`src/rtl/matrix_ctrl_pkg.sv`:
```
// Shared types and defaults for the banked matrix address controller.
// Column-major reads exist only when MATRIX_CTRL_TRANSPOSE_EN is defined.
package matrix_ctrl_pkg;

  typedef enum logic {
    ORDER_ROW_MAJOR = 1'b0,
    ORDER_COL_MAJOR = 1'b1
  } order_e;

  localparam int DEF_NUM_BANKS = 16;
  localparam int DEF_ROW_W     = 10;
  localparam int DEF_COL_W     = 10;
  localparam int DEF_BANK_AW   = 16;
  localparam int DEF_RD_LAT    = 1;

  // Smallest n with (1 << n) >= value; usable in parameter expressions.
  function automatic int clog2_f(input int value);
    int r;
    r = 0;
    for (int i = 0; i < 31; i++) begin
      if ((1 << i) < value) r = i + 1;
    end
    return r;
  endfunction

endpackage

```
`src/rtl/counter_2d_banked.sv`:
```
// Two-dimensional (row, col) element counter with limits latched at matrix start.
// The column-major walk is built only under MATRIX_CTRL_TRANSPOSE_EN.
module counter_2d_banked
  import matrix_ctrl_pkg::*;
#(
  parameter int ROW_W = DEF_ROW_W,
  parameter int COL_W = DEF_COL_W
) (
  input  logic             i_clk,
  input  logic             i_rst,
  input  logic             i_inc,
  input  order_e           i_order,
  input  logic [ROW_W-1:0] i_max_row,
  input  logic [COL_W-1:0] i_max_col,
  output logic [ROW_W-1:0] o_row,
  output logic [COL_W-1:0] o_col,
  output logic             o_last
);

  logic [ROW_W-1:0] r_row;
  logic [COL_W-1:0] r_col;
  logic [ROW_W-1:0] r_max_row;
  logic [COL_W-1:0] r_max_col;

  logic             w_at_origin;
  logic [ROW_W-1:0] w_max_row;
  logic [COL_W-1:0] w_max_col;
  logic             w_row_end;
  logic             w_col_end;
  logic [ROW_W-1:0] w_nxt_row;
  logic [COL_W-1:0] w_nxt_col;

  // At (0,0) the live configuration applies, so the very first access
  // (including a 1x1 matrix) already sees the limits it will latch.
  assign w_at_origin = (r_row == '0) && (r_col == '0);
  assign w_max_row   = w_at_origin ? i_max_row : r_max_row;
  assign w_max_col   = w_at_origin ? i_max_col : r_max_col;
  assign w_row_end   = (r_row == w_max_row);
  assign w_col_end   = (r_col == w_max_col);
  assign o_last      = w_row_end && w_col_end;
  assign o_row       = r_row;
  assign o_col       = r_col;

`ifdef MATRIX_CTRL_TRANSPOSE_EN
  order_e r_order;
  order_e w_order;
  assign w_order = w_at_origin ? i_order : r_order;
`else
  logic w_unused_order;
  assign w_unused_order = i_order;
`endif

  always_comb begin
    w_nxt_row = r_row;
    w_nxt_col = r_col;
    if (w_col_end) begin
      w_nxt_col = '0;
      w_nxt_row = w_row_end ? '0 : r_row + ROW_W'(1);
    end else begin
      w_nxt_col = r_col + COL_W'(1);
    end
`ifdef MATRIX_CTRL_TRANSPOSE_EN
    if (w_order == ORDER_COL_MAJOR) begin
      if (w_row_end) begin
        w_nxt_row = '0;
        w_nxt_col = w_col_end ? '0 : r_col + COL_W'(1);
      end else begin
        w_nxt_row = r_row + ROW_W'(1);
        w_nxt_col = r_col;
      end
    end
`endif
  end

  always_ff @(posedge i_clk) begin
    if (i_rst) begin
      r_row     <= '0;
      r_col     <= '0;
      r_max_row <= '0;
      r_max_col <= '0;
`ifdef MATRIX_CTRL_TRANSPOSE_EN
      r_order   <= ORDER_ROW_MAJOR;
`endif
    end else if (i_inc) begin
      if (w_at_origin) begin
        r_max_row <= i_max_row;
        r_max_col <= i_max_col;
`ifdef MATRIX_CTRL_TRANSPOSE_EN
        r_order   <= i_order;
`endif
      end
      r_row <= w_nxt_row;
      r_col <= w_nxt_col;
    end
  end

endmodule

```
`src/rtl/matrix_ctrl_banked.sv`:
```
// Banked matrix RAM address controller: write-priority arbitration, bank decode,
// done pulses and read-valid delay line. Optional macro: MATRIX_CTRL_TRANSPOSE_EN.
module matrix_ctrl_banked
  import matrix_ctrl_pkg::*;
#(
  parameter int NUM_BANKS = DEF_NUM_BANKS,
  parameter int ROW_W     = DEF_ROW_W,
  parameter int COL_W     = DEF_COL_W,
  parameter int BANK_AW   = DEF_BANK_AW,
  parameter int RD_LAT    = DEF_RD_LAT
) (
  input  logic                 CLK,
  input  logic                 RST,
  input  logic                 we,
  input  logic                 re,
  input  logic                 transpose,
  input  logic [ROW_W-1:0]     max_row_count,
  input  logic [COL_W-1:0]     max_col_count,
  output logic [NUM_BANKS-1:0] ram_sel,
  output logic [BANK_AW-1:0]   a,
  output logic [NUM_BANKS-1:0] we_out,
  output logic                 re_grant,
  output logic                 rd_valid,
  output logic                 wr_done,
  output logic                 rd_done
);

  localparam int BS_W = clog2_f(NUM_BANKS);

  if (BANK_AW != ROW_W + COL_W - BS_W) begin : g_bad_aw
    $error("matrix_ctrl_banked: BANK_AW must equal ROW_W+COL_W-log2(NUM_BANKS)");
  end
  if ((NUM_BANKS < 2) || ((1 << BS_W) != NUM_BANKS)) begin : g_bad_banks
    $error("matrix_ctrl_banked: NUM_BANKS must be a power of 2 and >= 2");
  end
  if (RD_LAT < 1) begin : g_bad_lat
    $error("matrix_ctrl_banked: RD_LAT must be >= 1");
  end

  logic [ROW_W-1:0]  w_wr_row;
  logic [COL_W-1:0]  w_wr_col;
  logic              w_wr_last;
  logic [ROW_W-1:0]  w_rd_row;
  logic [COL_W-1:0]  w_rd_col;
  logic              w_rd_last;
  logic [ROW_W-1:0]  w_row;
  logic [COL_W-1:0]  w_col;
  logic [BS_W-1:0]   w_bank;
  logic              w_active;
  order_e            w_rd_order;
  logic [RD_LAT-1:0] r_rd_pipe;

`ifdef MATRIX_CTRL_TRANSPOSE_EN
  assign w_rd_order = transpose ? ORDER_COL_MAJOR : ORDER_ROW_MAJOR;
`else
  logic w_unused_transpose;
  assign w_unused_transpose = transpose;
  assign w_rd_order         = ORDER_ROW_MAJOR;
`endif

  // Writes win; a read presented alongside a write is stalled and not counted.
  assign re_grant = re & ~we;
  assign w_active = we | re;

  counter_2d_banked #(.ROW_W(ROW_W), .COL_W(COL_W)) u_wr_cnt (
    .i_clk     (CLK),
    .i_rst     (RST),
    .i_inc     (we),
    .i_order   (ORDER_ROW_MAJOR),
    .i_max_row (max_row_count),
    .i_max_col (max_col_count),
    .o_row     (w_wr_row),
    .o_col     (w_wr_col),
    .o_last    (w_wr_last)
  );

  counter_2d_banked #(.ROW_W(ROW_W), .COL_W(COL_W)) u_rd_cnt (
    .i_clk     (CLK),
    .i_rst     (RST),
    .i_inc     (re_grant),
    .i_order   (w_rd_order),
    .i_max_row (max_row_count),
    .i_max_col (max_col_count),
    .o_row     (w_rd_row),
    .o_col     (w_rd_col),
    .o_last    (w_rd_last)
  );

  assign w_row  = we ? w_wr_row : w_rd_row;
  assign w_col  = we ? w_wr_col : w_rd_col;
  // Top row bits pick the bank; the rest of the row plus the column form the bank address.
  assign w_bank = w_row[ROW_W-1 -: BS_W];

  assign ram_sel = w_active ? (NUM_BANKS'(1) << w_bank) : '0;
  assign a       = w_active ? BANK_AW'({w_row[ROW_W-BS_W-1:0], w_col}) : '0;
  assign we_out  = we ? ram_sel : '0;
  assign wr_done = we & w_wr_last;
  assign rd_done = re_grant & w_rd_last;

  always_ff @(posedge CLK) begin
    if (RST) begin
      r_rd_pipe <= '0;
    end else begin
      r_rd_pipe[0] <= re_grant;
      for (int i = 1; i < RD_LAT; i++) begin
        r_rd_pipe[i] <= r_rd_pipe[i-1];
      end
    end
  end

  assign rd_valid = r_rd_pipe[RD_LAT-1];

endmodule

```
`config.mk`:
```
export PLATFORM = sky130hd
export DESIGN_NAME = matrix_ctrl_banked
export DESIGN_NICKNAME = d
export VERILOG_FILES = /design/src/rtl/matrix_ctrl_pkg.sv /design/src/rtl/counter_2d_banked.sv /design/src/rtl/matrix_ctrl_banked.sv
export SDC_FILE = /design/constraint.sdc
export NUM_CORES = 1
export LEC_CHECK = 0
export ABC_AREA = 0
export CORE_AREA = 2 2 105 107
export CTS_CLUSTER_DIAMETER = 200
export DETAILED_ROUTE_END_ITERATION = 16
export DIE_AREA = 0 0 107 109
export PLACE_DENSITY = 0.76
export SYNTH_ARGS = -nofsm -noshare
export SYNTH_HDL_FRONTEND = slang
export SYNTH_SLANG_ARGS = --single-unit
export TNS_END_PERCENT = 10
```
`constraint.sdc`:
```
create_clock -name CLK -period 3 [get_ports CLK]
set_input_delay 0.45 -clock CLK [delete_from_list [all_inputs] [get_ports CLK]]
set_output_delay 0.45 -clock CLK [all_outputs]
set_load 0.005 [all_outputs]
```
---- Word-level counts from Yosys, hierarchy flattened ----
Cells that the tools add are included.
word-level totals
  register bits ........................... 81
  input port bits ......................... 25
  output and inout bits ................... 52
  word-level logic and storage cells ...... 46
cells by class
  $add $sub $neg .......................... 4
  equality and inequality tests ........... 4
  shift-type cells ........................ 1
  multiplexer cells ....................... 13
  bitwise logic cells ..................... 5
  reductions and logical operators ........ 10
operator list
  cell                   count
  $mux 10                10
  $mux 16                3
  $add 10x1->10 const B  4
  $eq 10x10->1           4
  $logic_not 10->1       4
  $shl 1x4->16 const A   1
  $logic_and 1x1->1      4
  $reduce_and 2->1       2
  $and 1x1->1            3
  $not 1->1              1
  $or 1x1->1             1

---- Longest topological paths before layout ----
Gate-level depths: netlist (run 1).
  depth in word-level cells ............... 6
  mapped depth ............................ 13
  gate-level depth less buffers ........... 10

---- Modules after synthesis ----
A second synthesis (run 1) with hierarchy kept.
unflattened totals
  cells, all modules ...................... 646
  area, all modules ....................... 5233.8 sq um
modules (own cells, without submodules)
  module                        instances  cells each  area each (sq um)  sequential area each (sq um)
  counter_2d_banked (u_wr_cnt)  1          298         2381.0             800.8
  counter_2d_banked (u_rd_cnt)  1          268         2242.2             800.8
  matrix_ctrl_banked            1          80          610.6              20.0

---- Worst setup path after synthesis (run 1) ----
No wires, ideal clock.
  path kind ............................... reg-to-output
  start point ............................. reg u_wr_cnt.r_col[0] (netlist: u_wr_cnt.o_col[0])
  end point ............................... out wr_done
  arrival time ............................ 2.427 ns
  data required time ...................... 2.550 ns
  setup slack ............................. 0.123 ns
  stages on the path, launching flop included .. 12
  buffers on the path ..................... 1
  cell sequence ........................... dfxtp_1 clkbuf_1 inv_1 ha_1 and2_0 nand4_1 nor2_2 mux2_2 or3_4 nor4_4 nand2_1 nor2_1
on the way
  cells in the longest elaborated chain, start to end .. 6
  elaborated cells on any way between the ends .. 8
  classes of those cells .................. 2 x eq/ne; 2 x mux; 1 x bitwise; 3 x reduce/logical
RTL lines
  element                                 RTL line                                          RTL
  start, declared                         counter_2d_banked.sv:21                           logic [COL_W-1:0] r_col;
  start signal, assigned                  counter_2d_banked.sv:93                           r_col <= w_nxt_col;
  $logic_not 10->1                        counter_2d_banked.sv:35                           assign w_at_origin = (r_row == '0) && (r_col == '0);
  $logic_and 1x1->1                       counter_2d_banked.sv:35
  $mux 10, on equally long branches       counter_2d_banked.sv:36, counter_2d_banked.sv:37
  $eq 10x10->1, on equally long branches  counter_2d_banked.sv:38, counter_2d_banked.sv:39
  $logic_and 1x1->1 (*)                   counter_2d_banked.sv:40                           assign o_last = w_row_end && w_col_end;
  $and 1x1->1 (*)                         matrix_ctrl_banked.sv:97                          assign wr_done = we & w_wr_last;
  end, declared                           matrix_ctrl_banked.sv:24                          output logic wr_done,
Mark *: on every way between the ends. The rest lies on a longest branch, timed or not.

---- Worst setup path after layout (run 1) ----
  start point ............................. reg u_rd_cnt.r_col[0] (netlist: u_rd_cnt.o_col[0])
  end point ............................... out rd_done
on the way
  cells in the longest elaborated chain, start to end .. 6
  elaborated cells on any way between the ends .. 8
  classes of those cells .................. 2 x eq/ne; 2 x mux; 1 x bitwise; 3 x reduce/logical
RTL lines
  element                                 RTL line                                          RTL
  start, declared                         counter_2d_banked.sv:21
  start signal, assigned                  counter_2d_banked.sv:93
  $logic_not 10->1                        counter_2d_banked.sv:35
  $logic_and 1x1->1                       counter_2d_banked.sv:35
  $mux 10, on equally long branches       -
  $eq 10x10->1, on equally long branches  counter_2d_banked.sv:38, counter_2d_banked.sv:39
  $logic_and 1x1->1 (*)                   counter_2d_banked.sv:40
  $and 1x1->1 (*)                         matrix_ctrl_banked.sv:98                          assign rd_done = re_grant & w_rd_last;
  end, declared                           matrix_ctrl_banked.sv:25                          output logic rd_done
Marked as above.

==> results of run 1 <==
## worst paths after layout
check             cells after the start  slack (ns)                    end             startpoint
setup / recovery                     10       -0.25                rd_done      u_rd_cnt.o_col[0]
hold / removal                        2        0.46  u_wr_cnt.r_max_row[8]  u_wr_cnt.r_max_row[8]
setup reg to reg                     11        0.12      u_wr_cnt.o_row[3]      u_wr_cnt.o_col[7]
hold reg to reg                       2        0.46  u_wr_cnt.r_max_row[8]  u_wr_cnt.r_max_row[8]
## flip-flops by register name, indices dropped and copies added, names as in the netlist, 10 cells and up
name and cells:
u_rd_cnt.r_max_col 10, u_rd_cnt.o_col 10, u_rd_cnt.o_row 10, u_wr_cnt.r_max_row 10, u_wr_cnt.r_max_col 10, u_wr_cnt.o_row 10
u_wr_cnt.o_col 10, u_rd_cnt.r_max_row 10
## where the power goes
group	total (mW)	switching [mW]	internal [mW]
registers	1.15	0.0300	1.12
logic	0.571	0.286	0.285
clock network	1.00	0.430	0.575
total	2.72	0.746	1.98
## worst max-delay path, delay by kind of cell, from the launching register on
family	cells	cell delay, ns
AO/OA/AOI/OAI	1	0.29
adder cells (fa/ha/maj)	1	0.12
buffers and inverters	2	0.23
flip-flops	1	0.33
AND/OR/NAND/NOR	6	1.44
## what timing repair did
| action | in CTS | in global routing |
|---|---|---|
| setup buffers | 7 | 0 |
| setup endpoints to repair | 6 | 21 |
| hold buffers | 0 | 0 |
| gates resized for setup | 27 | 10 |
| gates cloned | 0 | 0 |
| hold endpoints to repair | 0 | 0 |
| pin swaps | 10 | 2 |
## routing by layer
layer  part of all wire  vias to the layer above  global-route usage
met5                  0                        -                   0
met4              0.018                        0              0.0955
met3              0.078                       34              0.0741
met2               0.48                      217               0.476
met1               0.42                     2588               0.374
li1                   -                     2617                   -
## area by class of cell
cell class	count	area share
Clock buffer	11	0.0200
Sequential cell	81	0.229
Multi-Input combinational cell	511	0.465
Tap cell	140	0.0247
Inverter	34	0.0180
Timing Repair Buffer	184	0.229
Clock inverter	5	0.0145
## cells by family (layout without fill, tap and decap cells)
family	Yosys count	after routing	synth area share
buffers and inverters	85	234	0.0686
AOI/OAI and AO/OA	119	119	0.158
and+or+nand+nor	298	298	0.281
DFF	81	81	0.316
adders and majority gates	8	8	0.0195
xor gates and xnor gates	52	52	0.0889
muxes	34	34	0.0671
## layout by cell type (no fill, tap or decap), types with 5 or more instances in the layout
cell type          n
xnor2_1           19
nor2_1            90
buf_4            102
nor4_1             9
and3_1            13
clkbuf_8          10
ha_1               7
o22ai_1           12
inv_1             29
a31oi_1            5
dfxtp_1           79
nand2_1           96
o31ai_1            6
mux2i_1           28
xor2_1            32
buf_12             5
a21oi_1           25
clkdlybuf4s50_1   71
nor2b_1            5
o21ai_0           21
nand2b_1           9
or3_1              5
nand3_1           23
a22oi_1           14
nand4_1           12
==> out/qor.txt, run 1 <==
outcome - finished, violations left
violated checks - negative setup slack
Avg Inst Size Synth - 7.57 um^2
share of post-route cells with drive strength above 1 - 0.202
Vias - 5456
post-synthesis async set-or-reset flop share - 0
Yosys top cell area share - 0.316
Unique masters post-synth - 70
Clock Latency Late Sink - 0.39 ns
DRT iter0 DRCs - 454
multi-input combinational cell area - 3290 um^2
CTS root buffer - clkbuf_8
Post-Syn Area - 5120 um^2
Placed Instances - 943
Mapped Cells - 677
top_reg_cell synth - dfxtp_1
Final Skew - 0.00887 ns
largest net degree at the start of global routing - 56
Filler cells - 855
Cell Rows - 38
YS warnings - 0
max-slew violation count - 0
Synth Register Bits - 81
Cell Area, Placed - 6630 um^2
port buffer count - 75
total wire length - 16600 um
final net count - 854
Synthesized Nets - 710
f_max - 308 MHz
register area - 1620 um^2
H-Tree Depth - 3
routed vias/inst - 5.65
CTS Buf Count - 9
number of remaining DRC errors - 0
CTS tree - yes
die area - 11700 um^2
worst slew pin tran - 0.785 ns
Post-DRT Antenna Nets - 0
die height - 109 um
Synth area leaders - dfxtp_1, nand2_1, nor2_1
Post-DP HPWL - 12400 um
Die X-Extent - 107 um
num ports - 77
global-route wire length before repair - 26400 um
final hold vios - 0
Slew HR - 0.477
DP Worst Slack - -0.671 ns
crit-path max cell delay - 0.33 ns
Sum Neg Setup Slack - -0.426 ns
Final period util - 1.08
WHS - 0.460 ns
Area growth syn-to-layout - 38.1%
Final Setup Violations - 2
crit path kind - flop to output pin
Final Util - 0.668
Lkg Pwr - 2.84 nW
PD cells - 385 nW/um^2
crit-path max FO - 3
Synth top cells by count - nand2_1, nor2_1, dfxtp_1
Finished Layout Cells - 966
worst vdd ir - 416 uV
antenna violations before repair - 0
Total Routing Usage GR - 0.290
CP Launch Type - flop
Worst Path Required - 2.55 ns
final critical-path required period - 3.25 ns
CP Capture Type - output pin
CTS clk-pin slew, worst paths - 0.09 ns
total global routing overflow - 0
MaxCap Viol Count - 0
worst-path cell chain - inv_2 > ha_4 > nor4bb_4 > and3_4 > nand3_1 > and3_1 > or3_1 > a211o_1 > nor4bb_2 > buf_2
Starting Density - 0.483
largest area contributor in the netlist - dfxtp_1
critical path arrival - 2.80 ns
RSZ-0062 raised after global routing - true
first-pass detailed-route iteration total - 5
number of global-route vias before repair - 5181
antenna diode count - 0
top-count cell post-synth - nand2_1
sequential area share after synthesis - 0.316
Avg WL per Cell - 17.2 um
Tot Pwr - 2.72 mW
GP Congestion - 0.943
Final Cell Area - 7080 um^2
number of synthesized flops with an enable pin - 0
fin worst setup slack - -0.246 ns
cell with the largest stage delay on the worst path - dfxtp_1
Max clock buf depth - 2
core area - 10600 um^2
Hold/Removal Path Class - flop to flop
clock tree sinks - 81
Note: power is estimated with default switching activity, not from simulation.
==> run 2: changes to the inputs <==
--- a/config.mk
+++ b/config.mk
@@ -6,6 +6,7 @@
 export NUM_CORES = 1
 export LEC_CHECK = 0
 export ABC_AREA = 0
+export CAP_MARGIN = 10
 export CORE_AREA = 2 2 105 107
 export CTS_CLUSTER_DIAMETER = 200
 export DETAILED_ROUTE_END_ITERATION = 16
==> results of run 2 <==
Same layout as run 1: the final DEF is identical, and so are final timing and power.
==> RTL change (flow settings as in run 1) <==
Reset style: asynchronous (`RST` and `i_rst`), changed in 2 clocked blocks.
--- a/src/rtl/counter_2d_banked.sv
+++ b/src/rtl/counter_2d_banked.sv
@@ -72,7 +72,7 @@
 `endif
   end
 
-  always_ff @(posedge i_clk) begin
+  always_ff @(posedge i_clk or posedge i_rst) begin
     if (i_rst) begin
       r_row     <= '0;
       r_col     <= '0;
--- a/src/rtl/matrix_ctrl_banked.sv
+++ b/src/rtl/matrix_ctrl_banked.sv
@@ -97,7 +97,7 @@
   assign wr_done = we & w_wr_last;
   assign rd_done = re_grant & w_rd_last;
 
-  always_ff @(posedge CLK) begin
+  always_ff @(posedge CLK or posedge RST) begin
     if (RST) begin
       r_rd_pipe <= '0;
     end else begin
Formal check against the unedited RTL: differs if RST is asserted again (counterexample within 4 cycles, from zero or initial values and one cycle with RST high); with RST held inactive, the same outputs for 4 cycles.
==> RTL change against run 1 <==
The flow still finishes with violations (setup timing). Synthesized cell count decreased by 10%. Worst hold slack got worse by 0.052 ns. Setup slack better by 0.20 ns. Wire length decreased by 7.4%. Sequential cell count is the same. Area after synthesis increased by 3.6%. Via count down 9.0%. Design area decreased by 1.4%. Critical endpoint is now wr_done. Largest cell class unchanged.
Power is not compared: it rests on default switching activity, and its combinational part moved more than twofold at a synthesized area within 25%.
==> RTL change: results (changes against run 1) <==
* Post-synthesis xor/xnor area fraction at 10.72% (+1.8 points)
* Count of different cell masters after synthesis at 51 (-27%)
* Slew headroom at 62.05% (+14 points)
* GRT Total Usage at 27.26% (-1.7 points)
* Hold Path Class: primary input to async pin
* Outcome: finished with violations
* DR WL/cell at 17.69 um (+2.9%)
* Failing checks: setup timing
* Register area share after synthesis at 38.17% (+6.5 points)
* Synth cell count leaders: dfrtp_1, nor2_1, nand2_1
* Dpl ws at -0.2617 ns (+0.4090 ns)
* Reg2reg path depth at 12 (+1)
* RePlAce Congestion at 0.9168 (-2.8%)
* Placed Cells incl. Taps at 849 (-10%)
* Share of layout cells above drive strength 1 at 21.81% (+1.6 points)
* Post-synth ARST share at 100.0% (+100 points)
* Dominant register cell in the synthesized netlist: dfrtp_1
* Pwr Total at 3.610 mW
* Compound-gate portion of the synthesized area at 13.20% (-2.6 points)
* Setup TNS at -0.04068 ns (+0.3858 ns)
* Hold Slack at 0.4081 ns (-0.05199 ns)
* Final setup vio count at 1 (-1)
* Post-Synth Adder-Cell Area at 1.885% (-0.068 points)
* R2r endpoint: u_wr_cnt.o_row[3]
* Worst Slack Setup Final at -0.04068 ns (+0.2049 ns)
* DP Area at 6630 sq um (about the same)
* Met3 wire length at 1.000 mm (-23%)
* Setup bufs post-CTS at 5 (-2)
* Vias in the first global route at 4,896 (-5.5%)
* Met1 usage at 33.98% (-3.4 points)
* Skew final at 0.01252 ns (+0.003657 ns)
* CP arrival at 2.59 ns (-0.21 ns)
* Iteration-0 DRC Markers at 287 (-37%)
* Layout Nets at 759 (-11%)
-- RTL change: cell count changes in the layout (fill, tap and decap cells not counted), moves of 22 or more --
cell,before,now
dfrtp_1,0,81
dfxtp_1,79,0
nand2_1,96,53
mux2_2,2,32
buf_4,102,80
xnor2_1,19,41
-- RTL change: layout make-up --
| type | instances | area (sq um) | area share, % |
|---|---|---|---|
| multi-input combinational | 442 | 3063 | 43.90 |
| sequential | 81 | 2027 | 29.05 |
| timing repair buffer | 157 | 1381 | 19.80 |
| tap | 140 | 175.2 | 2.511 |
| inverter | 35 | 132.6 | 1.901 |
| clock buffer | 10 | 127.6 | 1.829 |
| clock inverter | 4 | 70.07 | 1.004 |
-- RTL change: critical path, cell delays in order (launching register included) --
cell      delay (ns)
dfrtp_1         0.40
inv_2           0.07
ha_1            0.14
nor4bb_4        0.28
nand3_2         0.13
buf_4           0.18
nor2_4          0.18
buf_4           0.17
mux2i_2         0.09
nor4b_4         0.29
and2_1          0.19
buf_2           0.11
